--- config.mk ---
export PLATFORM = sky130hd
export DESIGN_NAME = alu_mc
export DESIGN_NICKNAME = d
export VERILOG_FILES = /design/src/rtl/alu_pkg.sv /design/src/rtl/alu_mul_shiftadd.sv /design/src/rtl/alu_mc.sv
export SDC_FILE = /design/constraint.sdc
export NUM_CORES = 1
export LEC_CHECK = 0
export CAP_MARGIN = 25
export CORE_ASPECT_RATIO = 2
export CORE_UTILIZATION = 25
export CTS_CLUSTER_DIAMETER = 100
export DETAILED_ROUTE_END_ITERATION = 7
export PLACE_DENSITY = 0.42
export SLEW_MARGIN = 20
export SYNTH_ARGS = -nofsm -noshare
export SYNTH_HDL_FRONTEND = slang
export SYNTH_SLANG_ARGS = --single-unit
export TNS_END_PERCENT = 1
--- constraint.sdc ---
create_clock -name clk -period 2.66 [get_ports clk]
set_input_delay 0.399 -clock clk [delete_from_list [all_inputs] [get_ports clk]]
set_output_delay 0.399 -clock clk [all_outputs]
set_load 0.01 [all_outputs]
--- src/rtl/alu_pkg.sv ---
// Shared opcodes, FSM state type and zero-extension helper for the multi-cycle ALU.
package alu_pkg;

  localparam logic [3:0] OP_ORR  = 4'b0000;
  localparam logic [3:0] OP_AND  = 4'b0001;
  localparam logic [3:0] OP_XOR  = 4'b0010;
  localparam logic [3:0] OP_BAND = 4'b0011;
  localparam logic [3:0] OP_BOR  = 4'b0100;
  localparam logic [3:0] OP_BXOR = 4'b0101;
  localparam logic [3:0] OP_GT   = 4'b0110;
  localparam logic [3:0] OP_LT   = 4'b0111;
  localparam logic [3:0] OP_NOT  = 4'b1000;
  localparam logic [3:0] OP_EQ   = 4'b1001;
  localparam logic [3:0] OP_ADD  = 4'b1010;
  localparam logic [3:0] OP_SUB  = 4'b1011;
  localparam logic [3:0] OP_MUL  = 4'b1100;
  localparam logic [3:0] OP_INV  = 4'b1101;
  localparam logic [3:0] OP_SHL  = 4'b1110;
  localparam logic [3:0] OP_SHR  = 4'b1111;

  // Widest operand the zero-extension helper supports.
  localparam int MAX_W = 64;

  typedef enum logic [0:0] {IDLE, MUL} state_t;

  // Callers cast the result down to 2*WIDTH bits.
  function automatic logic [2*MAX_W-1:0] zext(input logic [MAX_W-1:0] v);
    return {{MAX_W{1'b0}}, v};
  endfunction

endpackage

--- src/rtl/alu_mul_shiftadd.sv ---
// Iterative shift-add multiplier: one multiplier bit per cycle, WIDTH cycles after load.
module alu_mul_shiftadd #(
  parameter int WIDTH = 8
) (
  input  logic               clk,
  input  logic               rst,
  input  logic               load,
  input  logic [WIDTH-1:0]   a,
  input  logic [WIDTH-1:0]   b,
  output logic [2*WIDTH-1:0] product,
  output logic               last
);

  localparam int CW = $clog2(WIDTH);

  logic [CW-1:0]      cnt;
  logic [2*WIDTH-1:0] acc;
  logic [2*WIDTH-1:0] mcand;
  logic [WIDTH-1:0]   mplier;

  // product already includes the current step, so the top captures it on the last edge.
  assign product = mplier[0] ? acc + mcand : acc;
  assign last    = (cnt == CW'(WIDTH - 1));

  always_ff @(posedge clk or posedge rst) begin
    if (rst) begin
      cnt    <= '0;
      acc    <= '0;
      mcand  <= '0;
      mplier <= '0;
    end else if (load) begin
      cnt    <= '0;
      acc    <= '0;
      mcand  <= {{WIDTH{1'b0}}, a};
      mplier <= b;
    end else begin
      cnt    <= cnt + 1'b1;
      acc    <= product;
      mcand  <= mcand << 1;
      mplier <= mplier >> 1;
    end
  end

endmodule

--- src/rtl/alu_mc.sv ---
// Registered multi-cycle ALU: single-cycle ops complete on the start edge,
// multiply runs WIDTH cycles through the shift-add unit.
module alu_mc
  import alu_pkg::*;
#(
  parameter int WIDTH = 8
) (
  input  logic             clk,
  input  logic             rst,
  input  logic             start,
  input  logic [WIDTH-1:0] a,
  input  logic [WIDTH-1:0] b,
  input  logic [3:0]       opcode,
  output logic             busy,
  output logic             done,
  output logic [WIDTH-1:0] x,
  output logic [WIDTH-1:0] y,
  output logic             carry,
  output logic             zero
);

  localparam int RW = 2 * WIDTH;

  state_t          state;
  logic [RW-1:0]   r_sc;
  logic [RW-1:0]   ext_a;
  logic            carry_sc;
  logic [RW-1:0]   product;
  logic            mul_last;
  logic            mul_load;

  always_comb begin
    ext_a    = RW'(zext(MAX_W'(a)));
    r_sc     = '0;
    carry_sc = 1'b0;
    case (opcode)
      OP_ORR:  r_sc[0] = |a;
      OP_AND:  r_sc[0] = &a;
      OP_XOR:  r_sc[0] = ^a;
      OP_BAND: r_sc[WIDTH-1:0] = a & b;
      OP_BOR:  r_sc[WIDTH-1:0] = a | b;
      OP_BXOR: r_sc[WIDTH-1:0] = a ^ b;
      OP_GT:   r_sc[0] = (a > b);
      OP_LT:   r_sc[0] = (a < b);
      OP_NOT:  r_sc[0] = ~|a;
      OP_EQ:   r_sc[0] = (a == b);
      OP_ADD: begin
        r_sc[WIDTH:0] = {1'b0, a} + {1'b0, b};
        carry_sc      = r_sc[WIDTH];
      end
      OP_SUB: begin
        r_sc[WIDTH-1:0] = a - b;
        carry_sc        = (a < b);
      end
      OP_INV:  r_sc[WIDTH-1:0] = ~a;
      // Oversized shift amounts shift everything out, giving 0.
      OP_SHL:  r_sc = ext_a << b;
      OP_SHR:  r_sc[WIDTH-1:0] = a >> b;
      default: r_sc = '0;
    endcase
  end

  assign mul_load = (state == IDLE) && start && (opcode == OP_MUL);
  assign busy     = (state == MUL);

  alu_mul_shiftadd #(.WIDTH(WIDTH)) u_mul (
    .clk     (clk),
    .rst     (rst),
    .load    (mul_load),
    .a       (a),
    .b       (b),
    .product (product),
    .last    (mul_last)
  );

  always_ff @(posedge clk or posedge rst) begin
    if (rst) begin
      state <= IDLE;
      x     <= '0;
      y     <= '0;
      carry <= 1'b0;
      zero  <= 1'b0;
      done  <= 1'b0;
    end else begin
      done <= 1'b0;
      if (state == IDLE) begin
        if (start) begin
          if (opcode == OP_MUL) begin
            state <= MUL;
          end else begin
            {y, x} <= r_sc;
            carry  <= carry_sc;
            zero   <= (r_sc == '0);
            done   <= 1'b1;
          end
        end
      end else if (mul_last) begin
        {y, x} <= product;
        carry  <= 1'b0;
        zero   <= (product == '0);
        done   <= 1'b1;
        state  <= IDLE;
      end
    end
  end

endmodule

==> results of run 1 <==
critical path: stages, from the launching register on:
cell       delay [ns]
dfrtp_1          0.38
ha_1             0.31
a21oi_1          0.19
o21ai_0          0.17
a2111oi_0        0.56
buf_4            0.22
o22ai_2          0.09
a21oi_1          0.14
and4bb_2         0.27
and3_1           0.20
a31o_1           0.20
sequential cells by signal, indices dropped and copies added (netlist names):
name,cells
x,8
carry,1
u_mul.mplier,8
u_mul.cnt,3
done,1
u_mul.acc,16
busy,1
u_mul.mcand,16
y,8
zero,1
timing repair:
action,CTS,global route
setup buffers,1,2
pin swaps,11,18
endpoints found under the setup margin,20,23
resized for setup,30,35
power by group:
group	total (mW)	leakage (nW)	internal [mW]	switching, mW
Combinational	2.77	3.00	1.41	1.36
Sequential	1.44	0.810	1.25	0.199
Clock	1.22	0.147	0.735	0.481
Total	5.43	3.95	3.39	2.04
final cells by class:
class,instances,area share [%]
Inverter,35,1.655
Multi-Input combinational cell,509,48.83
Tap cell,280,4.066
Sequential cell,63,18.30
Clock inverter,7,0.9002
Timing Repair Buffer,249,23.64
Clock buffer,9,2.614
worst paths after layout:
kind,start,endpoint,cells past startpoint
hold / removal,u_mul.cnt[0],u_mul.cnt[0],1
hold reg to reg,u_mul.cnt[0],u_mul.cnt[0],1
min in group asynchronous,rst,x[2],2
max in group asynchronous,rst,u_mul.mplier[4],3
setup / recovery,u_mul.mcand[9],zero,10
setup reg to reg,u_mul.mcand[9],zero,10
cells by family after synthesis:
family          synth area share (%)
compound gates                 18.36
buf+inv                        6.033
simple gates                   21.86
mux                            12.90
flops                          27.05
fa+ha+maj                      11.55
xor+xnor                       2.254
synth_stat cells, types with 7 or more instances:
library cell | n | share of area [%]
nor2_1 | 51 | 3.3
clkbuf_1 | 23 | 1.5
nand2b_1 | 9 | 0.97
nand3_1 | 14 | 1.2
a21o_1 | 7 | 0.90
o211ai_1 | 7 | 0.90
inv_1 | 32 | 2.1
mux2i_1 | 23 | 4.0
nand2_1 | 41 | 2.6
xnor2_1 | 10 | 1.5
a21oi_1 | 31 | 2.7
a211oi_1 | 9 | 1.2
and2_1 | 10 | 1.1
nor3_1 | 18 | 1.5
dfrtp_1 | 63 | 27
nand4_1 | 12 | 1.3
o21ai_0 | 27 | 2.3
nor4_1 | 8 | 0.86
ha_1 | 49 | 11
nor2b_1 | 21 | 2.3
and3_1 | 7 | 0.75
buf_2 | 15 | 1.3
mux2_2 | 27 | 5.2
per-layer routing:
| metal | wire [um] | vias to the layer above | global-route usage (%) |
|---|---|---|---|
| met4 | 2049 | 0 | 17.02 |
| met3 | 435 | 71 | 1.733 |
| li1 | - | 2829 | - |
| met2 | 13600 | 135 | 40.90 |
| met1 | 7559 | 2866 | 18.11 |
| met5 | 0 | - | 0 |
per-stage QoR:
step	hold WS [ns]	setup TNS, ns
detailed placement	0.4338	-7.879
CTS	0.4436	-1.261
global placement	0.4223	-8.416
finish	0.4412	-0.7092
global route	0.4595	-2.566
floorplan	0.4099	-0.02011
==> metrics.md, run 1 <==
| Metric | Value |
|---|---|
| Status | `finished, violations left` |
| Failing checks | `negative setup slack` |
| TritonCTS Buffers | `9` |
| Worst-Margin Slew | `about 0.67 ns` |
| Post-route ant nets | `0` |
| Cells after DPL | `between 1,000 and 1,500` |
| Die Span X | `110.0 um` |
| Syn Inst Count | `between 600 and 700` |
| Count of different cell masters after synthesis | `85` |
| Avg Cell Area, Syn | `~8.9 um2` |
| CTS tree | `built` |
| Vias in the first global route | `roughly 6,400` |
| WP data required | `between 2 and 3 ns` |
| Largest net degree at the start of global routing | `36` |
| Crit path max fanout | `3` |
| RSZ-0062 raised after global routing | `yes` |
| Most common cell after layout, fill and taps aside | `buf_4` |
| CTS clock-pin slew for the worst setup and hold paths | `~0.060 ns` |
| Finished layout cell area | `around 8600 um2` |
| Syn Nets | `727` |
| Slew Viols, Final | `0` |
| H-tree depth | `3` |
| Fin. Hold Viols | `0` |
| Vias per cell | `5.122` |
| Vert. Die Dim | `217.9 um` |
| Initial antenna violation count | `0` |
| R2r setup slk | `-0.18 ns` |
| Register area | `1577 um2` |
| Final Instance Count excl. Fillers | `around 1,200` |
| PD cells | `between 600 and 700 nW/um2` |
| Antenna diode count | `0` |
| Area Overhead vs Synth | `47.85%` |
| I/O pins | `between 40 and 50` |
| Post-synth EDFFs | `0` |
| Worst Hold Class | `flop to flop` |
| WP data arrival | `just over 3 ns` |
| Most frequent cells in the layout | `buf_4, dfrtp_1, nor2_1, ha_1, nand2_1` |
| Multi-input logic area | `roughly 4200 um2` |
| Fin crit share | `106.9%` |
| Remaining DRCs | `0` |
| GP Congestion | `roughly 0.95` |
| Tmin final | `2.843 ns` |
| Routed vias | `slightly below 6,000` |
| Routed wire length | `23.64 mm` |
| Design Power | `between 5 and 6 mW` |
| Placed Area | `8033 um2` |
| DRT Pass-1 Iters | `5` |
| Drt wl/cell | `20.52 um` |
| Slew margin rel. | `a little over half` |
| Post-synthesis sequential area ratio | `a little over a quarter` |
| Initial Utilization | `between 20% and 30%` |
| Final setup fails | `5` |
| Setup crit start kind | `flop` |
| Synthesized cell area | `slightly below 6000 um2` |
| Die area | `23,960 um2` |
| Share of cells above drive strength 1 | `a little over a third` |
| Grt total ovfl | `0` |
| CTS root buf | `clkbuf_16` |
| # hold bufs at CTS | `0` |
| Initial drt markers | `between 200 and 250` |
| Fillers | `about 2,300` |
| Final worst slack | `-0.1826 ns` |
| Clock Path Buffers | `2` |
| Dominant synthesized flop cell | `dfrtp_1` |
| Worst VDD drop | `about 0.38 mV` |
| Final Skew | `around 0.0087 ns` |
| Clock latency on the worst-skew pair | `0.34 ns` |
| First-pass GRT wire length | `between 30 and 40 mm` |
| Share of flip-flops with an asynchronous set or reset | `between 90% and 100%` |
| Port buffer count | `42` |
| Max cap viols | `0` |
| Synth Warn # | `0` |
| Core box area | `between 20,000 and 25,000 um2` |
| Pre-CTS setup slack | `-0.7984 ns` |
| WS Path Type | `flop to flop` |
| CP Capture Type | `flop` |
| Sink Count | `63` |
| Fin nets | `942` |
| Fmax | `351.8 MHz` |
| #FFs+latches synth | `63` |
| Std cell rows | `78` |
| Static leakage | `3.953 nW` |
| Total track usage | `a little over a fifth` |
| HPWL Detailed | `~20 mm` |
| Post-Route Utilization | `between 30 and 40%` |
Note: power is estimated with default switching activity, not from simulation.
==> run 2: changes to the inputs <==
==> constraint.sdc (replaced) <==
create_clock -name clk -period 2.66 [get_ports clk]
set_input_delay 0.399 -clock clk [delete_from_list [all_inputs] [get_ports clk]]
set_output_delay 0.399 -clock clk [all_outputs]
set_load 0.05 [all_outputs]
==> results of run 2 <==
Same layout as run 1 (identical final DEF). Status: finished, violations left: negative setup slack.
Main changes from that run: total power 5.433 mW -> 5.834 mW; worst IR drop on VDD 0.3794 mV -> 0.4197 mV
==> run 3: changes to the inputs <==
--- a/config.mk
+++ b/config.mk
@@ -10,7 +10,7 @@
 export CORE_UTILIZATION = 25
 export CTS_CLUSTER_DIAMETER = 100
 export DETAILED_ROUTE_END_ITERATION = 7
-export PLACE_DENSITY = 0.42
+export PLACE_DENSITY = 0.41
 export SLEW_MARGIN = 20
 export SYNTH_ARGS = -nofsm -noshare
 export SYNTH_HDL_FRONTEND = slang
==> constraint.sdc (replaced) <==
create_clock -name clk -period 3.5 [get_ports clk]
set_input_delay 0.525 -clock clk [delete_from_list [all_inputs] [get_ports clk]]
set_output_delay 0.525 -clock clk [all_outputs]
set_load 0.05 [all_outputs]
==> run 3 against run 2 <==
  * The run now ends clean
  * Count of clock-buffer cells in the layout stayed put
  * Flip-flop and latch count stayed put
  * Register-to-register slack better by 0.40 ns
  * Critical path depth is 4 higher
  * First-iteration DRC count is 26% higher
  * Worst hold slack better by 0.00067 ns
  * Combinational power is 35% lower
  * Global-route usage is 1.3 points lower
  * Sequential power is 24% lower
  * Largest power group unchanged
==> metrics.md, run 3 (same netlist as run 1, synthesis figures left out) <==
| Metric | Value |
|---|---|
| Status | `finished clean` |
| I/O pins | `43 (unchanged)` |
| Drt wl/cell | `21.57 um (+5.1%)` |
| WP data required | `3.78 ns (+0.89 ns)` |
| TritonCTS Buffers | `9 (unchanged)` |
| First-pass GRT wire length | `33.97 mm (-5.8%)` |
| Most frequent cells in the layout | `buf_4, dfrtp_1, nor2_1, ha_1` |
| Worst path top cell family by delay | `compound AO/OA/AOI/OAI gates` |
| WP data arrival | `3.62 ns (+0.55 ns)` |
| Slew Viols, Final | `0 (unchanged)` |
| Fin. Hold Viols | `0 (unchanged)` |
| Core box area | `22,740 um2 (unchanged)` |
| Slew margin rel. | `44.37% (-10 points)` |
| Die area | `23,960 um2 (unchanged)` |
| Std cell rows | `78 (unchanged)` |
| WS Path Type | `input port to flop` |
| Final setup fails | `0 (-5)` |
| Fmax | `~300 MHz` |
| Fin nets | `817 (-13%)` |
| Vias per cell | `5.308 (+3.6%)` |
| Crit path buf inv count | `4 (+3)` |
| PD cells | `around 560 nW/um2` |
| CP dominant cell by count | `inv_1` |
| Fin crit share | `between 90% and 100%` |
| Remaining DRCs | `0 (unchanged)` |
| RSZ-0062 raised after global routing | `no` |
| CP max stage delay | `0.44 ns (-0.12 ns)` |
| Static leakage | `3.273 nW (-17%)` |
| Share of cells above drive strength 1 | `20.21% (-16 points)` |
| Initial Utilization | `25.63% (unchanged)` |
| Tmin final | `about 3.3 ns` |
| Sink Count | `63 (unchanged)` |
| Setup crit start kind | `input port` |
| Die Span X | `110.0 um (unchanged)` |
| Worst-Margin Slew | `0.8326 ns (+0.1613 ns)` |
| Largest registers | `u_mul.acc: 16 flops, u_mul.mcand: 16 flops` |
| HPWL Detailed | `18.06 mm (-8.4%)` |
| Initial drt markers | `298 (+26%)` |
| Vias in the first global route | `5,885 (-8.5%)` |
| Total track usage | `19.57% (-1.3 points)` |
| Post-route ant nets | `0 (unchanged)` |
| Most common cell after layout, fill and taps aside | `buf_4` |
| Clock latency on the worst-skew pair | `0.34 ns (about the same)` |
| H-tree depth | `3 (unchanged)` |
| Cells along the critical path | `clkdlybuf4s50_1, inv_1, ha_1, inv_1, fa_1, nor3b_4, nor3_2, o311ai_1, a221o_1, a2111oi_2, buf_4, nand2_1, o41ai_2, a31o_1` |
| GP Congestion | `0.8894 (-5.9%)` |
| Antenna diode count | `0 (unchanged)` |
| CTS clock-pin slew for the worst setup and hold paths | `0.06 ns (about the same)` |
| Final Skew | `0.01181 ns (+0.003089 ns)` |
| Worst VDD drop | `0.3079 mV` |
| CTS root buf | `clkbuf_16` |
| Max cap viols | `0 (unchanged)` |
| DRT Pass-1 Iters | `7 (+2)` |
| Vert. Die Dim | `217.9 um (unchanged)` |
| Routed vias | `5,451 (-7.6%)` |
| Routed wire length | `22.15 mm (-6.3%)` |
| CTS tree | `built` |
| Largest net degree at the start of global routing | `44 (+22%)` |
| CP Capture Type | `flop` |
| Port buffer count | `42 (unchanged)` |
| Initial antenna violation count | `0 (unchanged)` |
| Min Hold Slack | `0.4419 ns (+0.0006700 ns)` |
| Crit path max fanout | `3 (unchanged)` |
| Clock Path Buffers | `2 (unchanged)` |
| Area Overhead vs Synth | `27.65%` |
| Pre-CTS setup slack | `-0.2523 ns (+0.5461 ns)` |
| Grt total ovfl | `0 (unchanged)` |
| Crit path max-delay cell type | `fa_1` |
| Worst Hold Class | `flop to flop` |
| Final worst slack | `0.1636 ns (+0.3463 ns)` |
run 3: cell count changes in the layout (fill, tap and decap cells not counted), sizes merged:
| cell | change |
|---|---|
| dlygate4sd2 | -1 |
| inv | -1 |
| bufinv | +1 |
| clkbuf | -1 |
| buf | -125 |
| clkdlybuf4s50 | +6 |
| dlymetal6s2s | -4 |
run 3: metal layers:
metal | track usage [%] | wire length (um) | up-vias
met5 | 0 | 0 | -
met4 | 12.62 | 1519 | 0
met3 | 1.524 | 367 | 59
met2 | 39.21 | 13010 | 119
met1 | 17.81 | 7253 | 2698
li1 | - | - | 2575
run 3: worst paths after layout:
check	slack, ns	end	depth (start not counted)	startpoint
setup / recovery	0.16	zero	14	a[0]
hold reg to reg	0.44	u_mul.cnt[0]	1	u_mul.cnt[0]
max in group asynchronous	2.15	u_mul.mcand[1]	3	rst
hold / removal	0.44	u_mul.cnt[0]	1	u_mul.cnt[0]
setup reg to reg	0.22	zero	10	u_mul.mcand[0]
min in group asynchronous	0.64	busy	2	rst
run 3: per-stage QoR:
stage | std cells | cell area [um2] | utilization, % | power [mW] | setup TNS (ns)
final | 1027 | 7440 | 32.72 | 4.138 | 0
after global routing | 1027 | 7440 | 32.72 | 4.385 | 0
after CTS | 1027 | 7396 | 32.52 | 4.178 | 0
after detailed placement | 1011 | 7066 | 31.07 | 3.164 | -0.5421
after global placement | 1011 | 7066 | 31.07 | 3.144 | -0.4504
after floorplan | 652 | 5828 | - | 2.363 | 0
run 3: repair_timing:
action                                  4_1_cts  5_1_grt
hold buffers                                  0        0
gates resized for setup                       0       12
endpoints found under the hold margin         0        0
setup buffers                                 0        0
endpoints found under the setup margin        0        4
run 3: layout make-up:
| class | count | area, um2 |
|---|---|---|
| Fill cell | 2385 | 15300 |
| Multi-Input combinational cell | 509 | 3938 |
| Sequential cell | 63 | 1577 |
| Timing Repair Buffer | 124 | 1114 |
| Tap cell | 280 | 350.3 |
| Clock buffer | 9 | 225.2 |
| Inverter | 35 | 131.4 |
| Clock inverter | 7 | 105.1 |
run 3: where the power goes:
part,internal (mW),switching (mW)
clock,0.633,0.357
combinational,0.812,1.25
sequential,0.946,0.140
total,2.39,1.75
